===== src/rtl/encoder_layer_2_attention_self_value_bias_sink.sv =====
// Value-bias sink: streams a bias tensor into a local buffer, then serves random reads.
// Optional macro VALUE_BIAS_SINK_CONTINUOUS_EN keeps accepting beats after the tensor is loaded.
module encoder_layer_2_attention_self_value_bias_sink #(
    parameter int VALUE_BIAS_TENSOR_SIZE_DIM_0  = 32,
    parameter int VALUE_BIAS_TENSOR_SIZE_DIM_1  = 1,
    parameter int VALUE_BIAS_PRECISION_0        = 16,
    parameter int VALUE_BIAS_PRECISION_1        = 3,
    parameter int VALUE_BIAS_PARALLELISM_DIM_0  = 1,
    parameter int VALUE_BIAS_PARALLELISM_DIM_1  = 1,
    parameter int IN_DEPTH = VALUE_BIAS_TENSOR_SIZE_DIM_0 / VALUE_BIAS_PARALLELISM_DIM_0
) (
    input  logic                                         clk,
    input  logic                                         rst,
    input  logic [VALUE_BIAS_PRECISION_0-1:0]            data_in [VALUE_BIAS_PARALLELISM_DIM_0*VALUE_BIAS_PARALLELISM_DIM_1],
    input  logic                                         data_in_valid,
    output logic                                         data_in_ready,
    input  logic                                         reload,
    output logic                                         loaded,
    input  logic [$clog2(VALUE_BIAS_TENSOR_SIZE_DIM_0)-1:0] rd_addr,
    output logic [VALUE_BIAS_PRECISION_0-1:0]            rd_data
);

    localparam int SIZE   = VALUE_BIAS_TENSOR_SIZE_DIM_0;
    localparam int PAR    = VALUE_BIAS_PARALLELISM_DIM_0;
    localparam int CNT_W  = $clog2(IN_DEPTH) + 1;
    localparam int ADDR_W = $clog2(SIZE);

    if ((SIZE % PAR) != 0 || VALUE_BIAS_TENSOR_SIZE_DIM_1 < 1 ||
        VALUE_BIAS_PRECISION_1 >= VALUE_BIAS_PRECISION_0) begin : g_cfg_check
        $error("value bias sink: inconsistent tensor/precision parameters");
    end

    typedef enum logic {LOAD, DONE} state_t;

    state_t                            state;
    logic [CNT_W-1:0]                  beat_cnt;
    logic [VALUE_BIAS_PRECISION_0-1:0] buffer [SIZE];
    logic [ADDR_W-1:0]                 wr_addr [PAR];
    logic                              accept;
    logic                              last_beat;

`ifdef VALUE_BIAS_SINK_CONTINUOUS_EN
    assign data_in_ready = 1'b1;
`else
    assign data_in_ready = (state == LOAD);
`endif

    // A reload in the same cycle as a beat always wins; the beat is dropped.
    assign accept    = data_in_valid && data_in_ready && !reload;
    assign last_beat = (beat_cnt == CNT_W'(IN_DEPTH - 1));

    always_comb begin
        for (int j = 0; j < PAR; j++) begin
            wr_addr[j] = ADDR_W'(int'(beat_cnt) * PAR + j);
        end
    end

    // Buffer has no reset so a reload or reset only restarts the fill order.
    always_ff @(posedge clk) begin
        if (accept) begin
            for (int j = 0; j < PAR; j++) begin
                buffer[wr_addr[j]] <= data_in[j];
            end
        end
    end

    always_ff @(posedge clk or posedge rst) begin
        if (rst) begin
            state    <= LOAD;
            beat_cnt <= '0;
            loaded   <= 1'b0;
            rd_data  <= '0;
        end else begin
            rd_data <= (int'(rd_addr) < SIZE) ? buffer[rd_addr] : '0;
            case (state)
                LOAD: begin
                    if (reload) begin
                        beat_cnt <= '0;
                    end else if (accept) begin
                        if (last_beat) begin
                            beat_cnt <= '0;
                            state    <= DONE;
                            loaded   <= 1'b1;
                        end else begin
                            beat_cnt <= beat_cnt + 1'b1;
                        end
                    end
                end
                DONE: begin
                    if (reload) begin
                        state    <= LOAD;
                        beat_cnt <= '0;
                        loaded   <= 1'b0;
                    end
`ifdef VALUE_BIAS_SINK_CONTINUOUS_EN
                    else if (accept) begin
                        beat_cnt <= last_beat ? '0 : beat_cnt + 1'b1;
                    end
`endif
                end
                default: state <= LOAD;
            endcase
        end
    end

endmodule


===== config.mk =====
export PLATFORM = sky130hd
export DESIGN_NAME = encoder_layer_2_attention_self_value_bias_sink
export DESIGN_NICKNAME = d
export VERILOG_FILES = /design/src/rtl/encoder_layer_2_attention_self_value_bias_sink.sv
export SDC_FILE = /design/constraint.sdc
export NUM_CORES = 1
export LEC_CHECK = 0
export BUFFER_PORTS_ARGS = -buffer_cell sky130_fd_sc_hd__buf_4
export CELL_PAD_IN_SITES_DETAIL_PLACEMENT = 1
export CELL_PAD_IN_SITES_GLOBAL_PLACEMENT = 2
export CORE_ASPECT_RATIO = 0.75
export CORE_MARGIN = 2
export CORE_UTILIZATION = 48
export CTS_CLUSTER_DIAMETER = 60
export DETAILED_ROUTE_END_ITERATION = 8
export PLACE_DENSITY = 0.82
export SLEW_MARGIN = 20
export SYNTH_ARGS = -nofsm -noshare
export SYNTH_HDL_FRONTEND = slang
export SYNTH_SLANG_ARGS = --single-unit

===== constraint.sdc =====
create_clock -name clk -period 2.56 [get_ports clk]
set_input_delay 0.256 -clock clk [delete_from_list [all_inputs] [get_ports clk]]
set_output_delay 0.256 -clock clk [all_outputs]
set_load 0.05 [all_outputs]

# After elaboration in Yosys (flattened, before gate mapping)
# Memories as Yosys holds them, arrays and structs flattened. A register that Yosys moved wholly into a read port is not among the register bits.
# Cells that the tools add are included.
[word_totals] n_memories=1 latch_bits=0 mem_bits_ro=0 elab_cells=34 ff_bits=8 output_inout_bits=18 mem_bits_rw=512
[classes] magnitude_cmp=0 bitwise=1 div_mod_pow=0 mul=0 n_eq_ne=6 n_mux=17 shift=0 n_addsub=1 n_reduce_logical=5
[memory_table] memory="buffer" words=32 word_bits=16 rd=1 rd_clocked_by_memory_dff=1 wr=1 line="37" source="logic [VALUE_BIAS_PRECISION_0-1:0] buffer [SIZE];"
[ops] op="6-bit 2-to-1 mux" n=4
[ops] op="6-bit one-hot mux with 2 select lines" n=1
[ops] op="1-bit 2-to-1 mux" n=10
[ops] op="6-bit by 1-bit adder with 6-bit output, second input constant" n=1
[ops] op="6-bit by 5-bit == test with 1-bit output, second input constant" n=1
[ops] op="2-bit by 1-bit != test with 1-bit output, second input constant" n=2
[ops] op="2-bit != test, second input constant" n=2
[ops] op="1-bit one-hot mux with 2 select lines" n=2
[ops] op="4-bit AND reduction" n=1
[ops] op="3-bit by 1-bit != test with 1-bit output, second input constant" n=1
[ops] op="1-bit logical AND" n=2
[ops] op="2-bit AND reduction" n=1
[ops] op="1-bit logical NOT" n=1
[ops] op="1-bit NOT" n=1

# Longest topological paths before layout
[logic_depth] depth_word=6 mapped_depth=8 mapped_depth_nobuf=5

# Least setup slack after synthesis
# Ideal clock, no wire load.
[synth_path] path_kind="register -> register" start="register state" end="memory buffer[27][0], enable pin" period_less_slack_ns=2.268 setup_ns=0.388 path_slack_ns=0.292 arrival_ns=1.879 path_stages_with_launch=6 path_cell_list="dfrtp_1 > inv_2 > nand2_1 > nor2_1 > nand2_1 > nor2_1"
[synth_between] elab_chain_cells=5
[synth_lines] element="from (decl)" line="35" source="state_t state;"
[synth_lines] element="from (signal assigned)" line="69" source="state <= LOAD;"
[synth_lines] element="from (signal assigned)" line="82" source="state <= DONE;"
[synth_lines] element="from (signal assigned)" line="91" source="state <= LOAD;"
[synth_lines] element="1-bit NOT"
[synth_lines] element="net data_in_ready" line="16" source="output logic data_in_ready,"
[synth_lines] element="1-bit logical AND (2 in a row)" line="49" source="assign accept = data_in_valid && data_in_ready && !reload;"
[synth_lines] element="1-bit 2-to-1 mux" line="60" source="if (accept) begin"
[synth_lines] element="1-bit 2-to-1 mux (implied by the code)" line="62" source="buffer[wr_addr[j]] <= data_in[j];"
[synth_lines] element="to (decl)" line="37"
# The timed path passes the listed nets, and every way through them passes these cells.

# Final worst setup path
[layout_path] start="register state" end="memory buffer[9][13], enable pin"
[layout_between] elab_chain_cells=5
[layout_lines] element="1-bit NOT"
[layout_lines] element="1-bit logical AND (2 in a row)" line="49"
[layout_lines] element="1-bit 2-to-1 mux" line="60"
[layout_lines] element="1-bit 2-to-1 mux (implied by the code)" line="62"
# No other way between the ends.

==> flow_summary.toml <==
[run_status]
status = "finished, final reports clean"

[yosys]
synth-seq-area-share_pct = 75.9
synth_edf_count = 512
ys_seq_elements = 536
ys_types = 37
synth-async-reset-ratio_pct = 4.48
synth_cells = 1190
synth_nets = 1219
syn_area_mm2 = 0.0211
ys.flop_type = "edfxtp_1"
ys_warn_count = 0
syn_avg_cell_area_um2 = 17.7

[power]
ir_drop_v = 0.000643
power.total_mw = 18.1
p_leak_nw = 8.42
p_per_area_mw_per_mm2 = 760

[grt]
grtUsageTotal_pct = 24.0
grt_pass1_wl_um = 78800
antenna_found_initial = 3
grt_overflow = 0
first_global_vias = 11717
grt_max_degree = 66

[layout]
antennaDiodeCount = 0
area_delta_synth_final_pct = 13.0
fillers = 3921
layout-drive-gt1-share_pct = 14.4
postLayoutCoreUtil_pct = 54.9
fin_nets = 1316

[die]
start_util_pct = 48.6
die_h_um = 185
num_rows = 66
die-area_mm2 = 0.0456
core-area_mm2 = 0.0434
io_pins = 43
die_w_um = 246

[clock_tree]
ctsResizeCount = 0
postCtsSetupBuffers = 0
cts_sinks = 536
cts_made_buffers = 51
root_buffer = "clkbuf_16"
holdBufCountCts = 2
clock_path_buffers = 3
clk_pin_slew_ns = 0.06
cts_htree_levels = 2
clock_latency_ns = 0.58
cts_tree = "built"

[route]
avgViaCountPerCell = 5.96
wl_per_cell_um = 28.6
m1WireLength_um = 25400
drtIter0Drc = 1215
totalWireLength_um = 54400
drcViolationCount = 0
routed.top_layer = "met5"
met2_length_um = 24300
ant_nets = 0
vias = 11353
dr.pass1.iters = 6
met3WireLength_um = 3660

[timing]
hold_viol_final = 0
fin_crit_ns = 2.12
finClkSkew_ns = 0.0189
timing.final.crit_share_pct = 82.7
drv_slew = 0
final-setup-viol-count = 0
whs_ns = 0.119
rsz0062_at_grt = "false"
setup_slack_ns = 0.442
final.setup.tns_ns = 0
max_slew.worst_pin.slew_ns = 0.821
slew-limit-headroom_pct = 45.3
max_freq_mhz = 472

[worst_setup_path]
path_class = "reg -> reg"
max_stage_delay_ns = 0.40
cp.required_ns = 2.80
crit_slowest_cell = "dfrtp_1"
cp-end-kind = "flip-flop"
path_max_fanout = 16
cp.arrival_ns = 2.36
critical_path.cell_chain = "inv_2, nand2_1, nor2_1, nand2_1, nor2_1, buf_4"
cp-start-kind = "flip-flop"

[min_path]
hp-class = "in -> reg"

[placement]
place_hpwl_um = 33300
dp_worst_setup_slack_ns = 0.381
io_buffers = 42
globalplace.congestion = 0.790

[job]
drv_cap = 0
==> worst paths after layout <==
path,depth (start not counted),to,from,slack [ns]
worst max-delay path,6,buffer[9][13],state,0.44
worst min-delay path,4,beat_cnt[0],data_in_valid,0.12
worst max register to register,6,buffer[9][13],state,0.44
worst min register to register,1,loaded,loaded,0.50
max in group asynchronous,4,rd_data[15],rst,1.94
min in group asynchronous,4,rd_data[5],rst,0.33
==> critical path: cells and delay by family (launching register included) <==
family | cells | cell delay [ns]
buffers and inverters | 2 | 0.42
AND/OR/NAND/NOR | 4 | 0.97
flip-flops | 1 | 0.40
==> where the power goes <==
group / internal, mW / total, mW / switching [mW] / leakage, nW
clock network: 4.10 / 7.27 / 3.17 / 0.780
registers: 9.66 / 9.71 / 0.0435 / 4.91
logic: 0.340 / 1.10 / 0.758 / 2.74
total: 14.1 / 18.1 / 3.97 / 8.42
==> kinds of logic (layout without fill, tap and decap cells) <==
family / count (synthesis) / count (layout) / share of synthesized area, %
flip-flops: 536 / 536 / 75.9
multiplexers: 256 / 256 / 12.2
AND/OR/NAND/NOR: 163 / 163 / 3.63
AO/OA/AOI/OAI: 154 / 154 / 5.18
buffers and inverters: 74 / 212 / 2.76
adder cells (fa/ha/maj): 4 / 4 / 0.238
XOR/XNOR: 3 / 3 / 0.125
==> layout make-up <==
| type | instances | area (um^2) | area share (%) |
|---|---|---|---|
| sequential | 536 | 16000 | 67.2 |
| clock inverter | 20 | 139 | 0.584 |
| timing repair buffer | 114 | 968 | 4.07 |
| tap | 578 | 723 | 3.04 |
| inverter | 4 | 15.0 | 0.0631 |
| multi-input combinational | 580 | 4520 | 19.0 |
| clock buffer | 74 | 1450 | 6.08 |
==> synthesized netlist by cell type (all sizes together), types with 15 or more instances <==
| master | count | area [um^2] |
|---|---|---|
| nand2 | 42 | 158 |
| edfxtp | 512 | 15400 |
| a22oi | 64 | 480 |
| a31oi | 16 | 100 |
| nor2 | 41 | 161 |
| a22o | 32 | 280 |
| buf | 55 | 509 |
| nand3 | 33 | 165 |
| dfrtp | 24 | 601 |
| nor3 | 16 | 80.1 |
| a21oi | 35 | 175 |
| mux2i | 256 | 2560 |
| clkbuf | 15 | 57.6 |
| nand4 | 17 | 106 |
==> flip-flops by register name (all words and copies together) (netlist names) <==
register / count
buffer: 512
state: 1
loaded: 1
beat_cnt: 6
rd_data: 16
==> cells in the final DEF (no fill, tap or decap), drive strengths merged, types with 4 or more instances in the layout <==
| cell type | count |
|---|---|
| a31oi | 16 |
| nand2 | 42 |
| buf | 112 |
| edfxtp | 512 |
| a21oi | 35 |
| a22oi | 64 |
| nor3 | 16 |
| nor2 | 41 |
| clkinv | 18 |
| dfrtp | 24 |
| inv | 4 |
| a22o | 32 |
| nand3 | 33 |
| mux2i | 256 |
| clkbuf | 74 |
| ha | 4 |
| nand4 | 17 |
==> routing by layer <==
metal	vias to the layer above	track usage, %
li1	4908	-
met1	5971	36.4
met4	2	5.82
met5	-	0
met2	401	36.2
met3	71	4.36
==> through the flow <==
step	instance area (um^2)	cells
after detailed placement	22200	1810
after global routing	23800	1906
after global placement	22200	1810
final	23800	1906
after CTS	23800	1906
after floorplan	21100	1190
No activity file was read; power rests on OpenSTA's default activity.
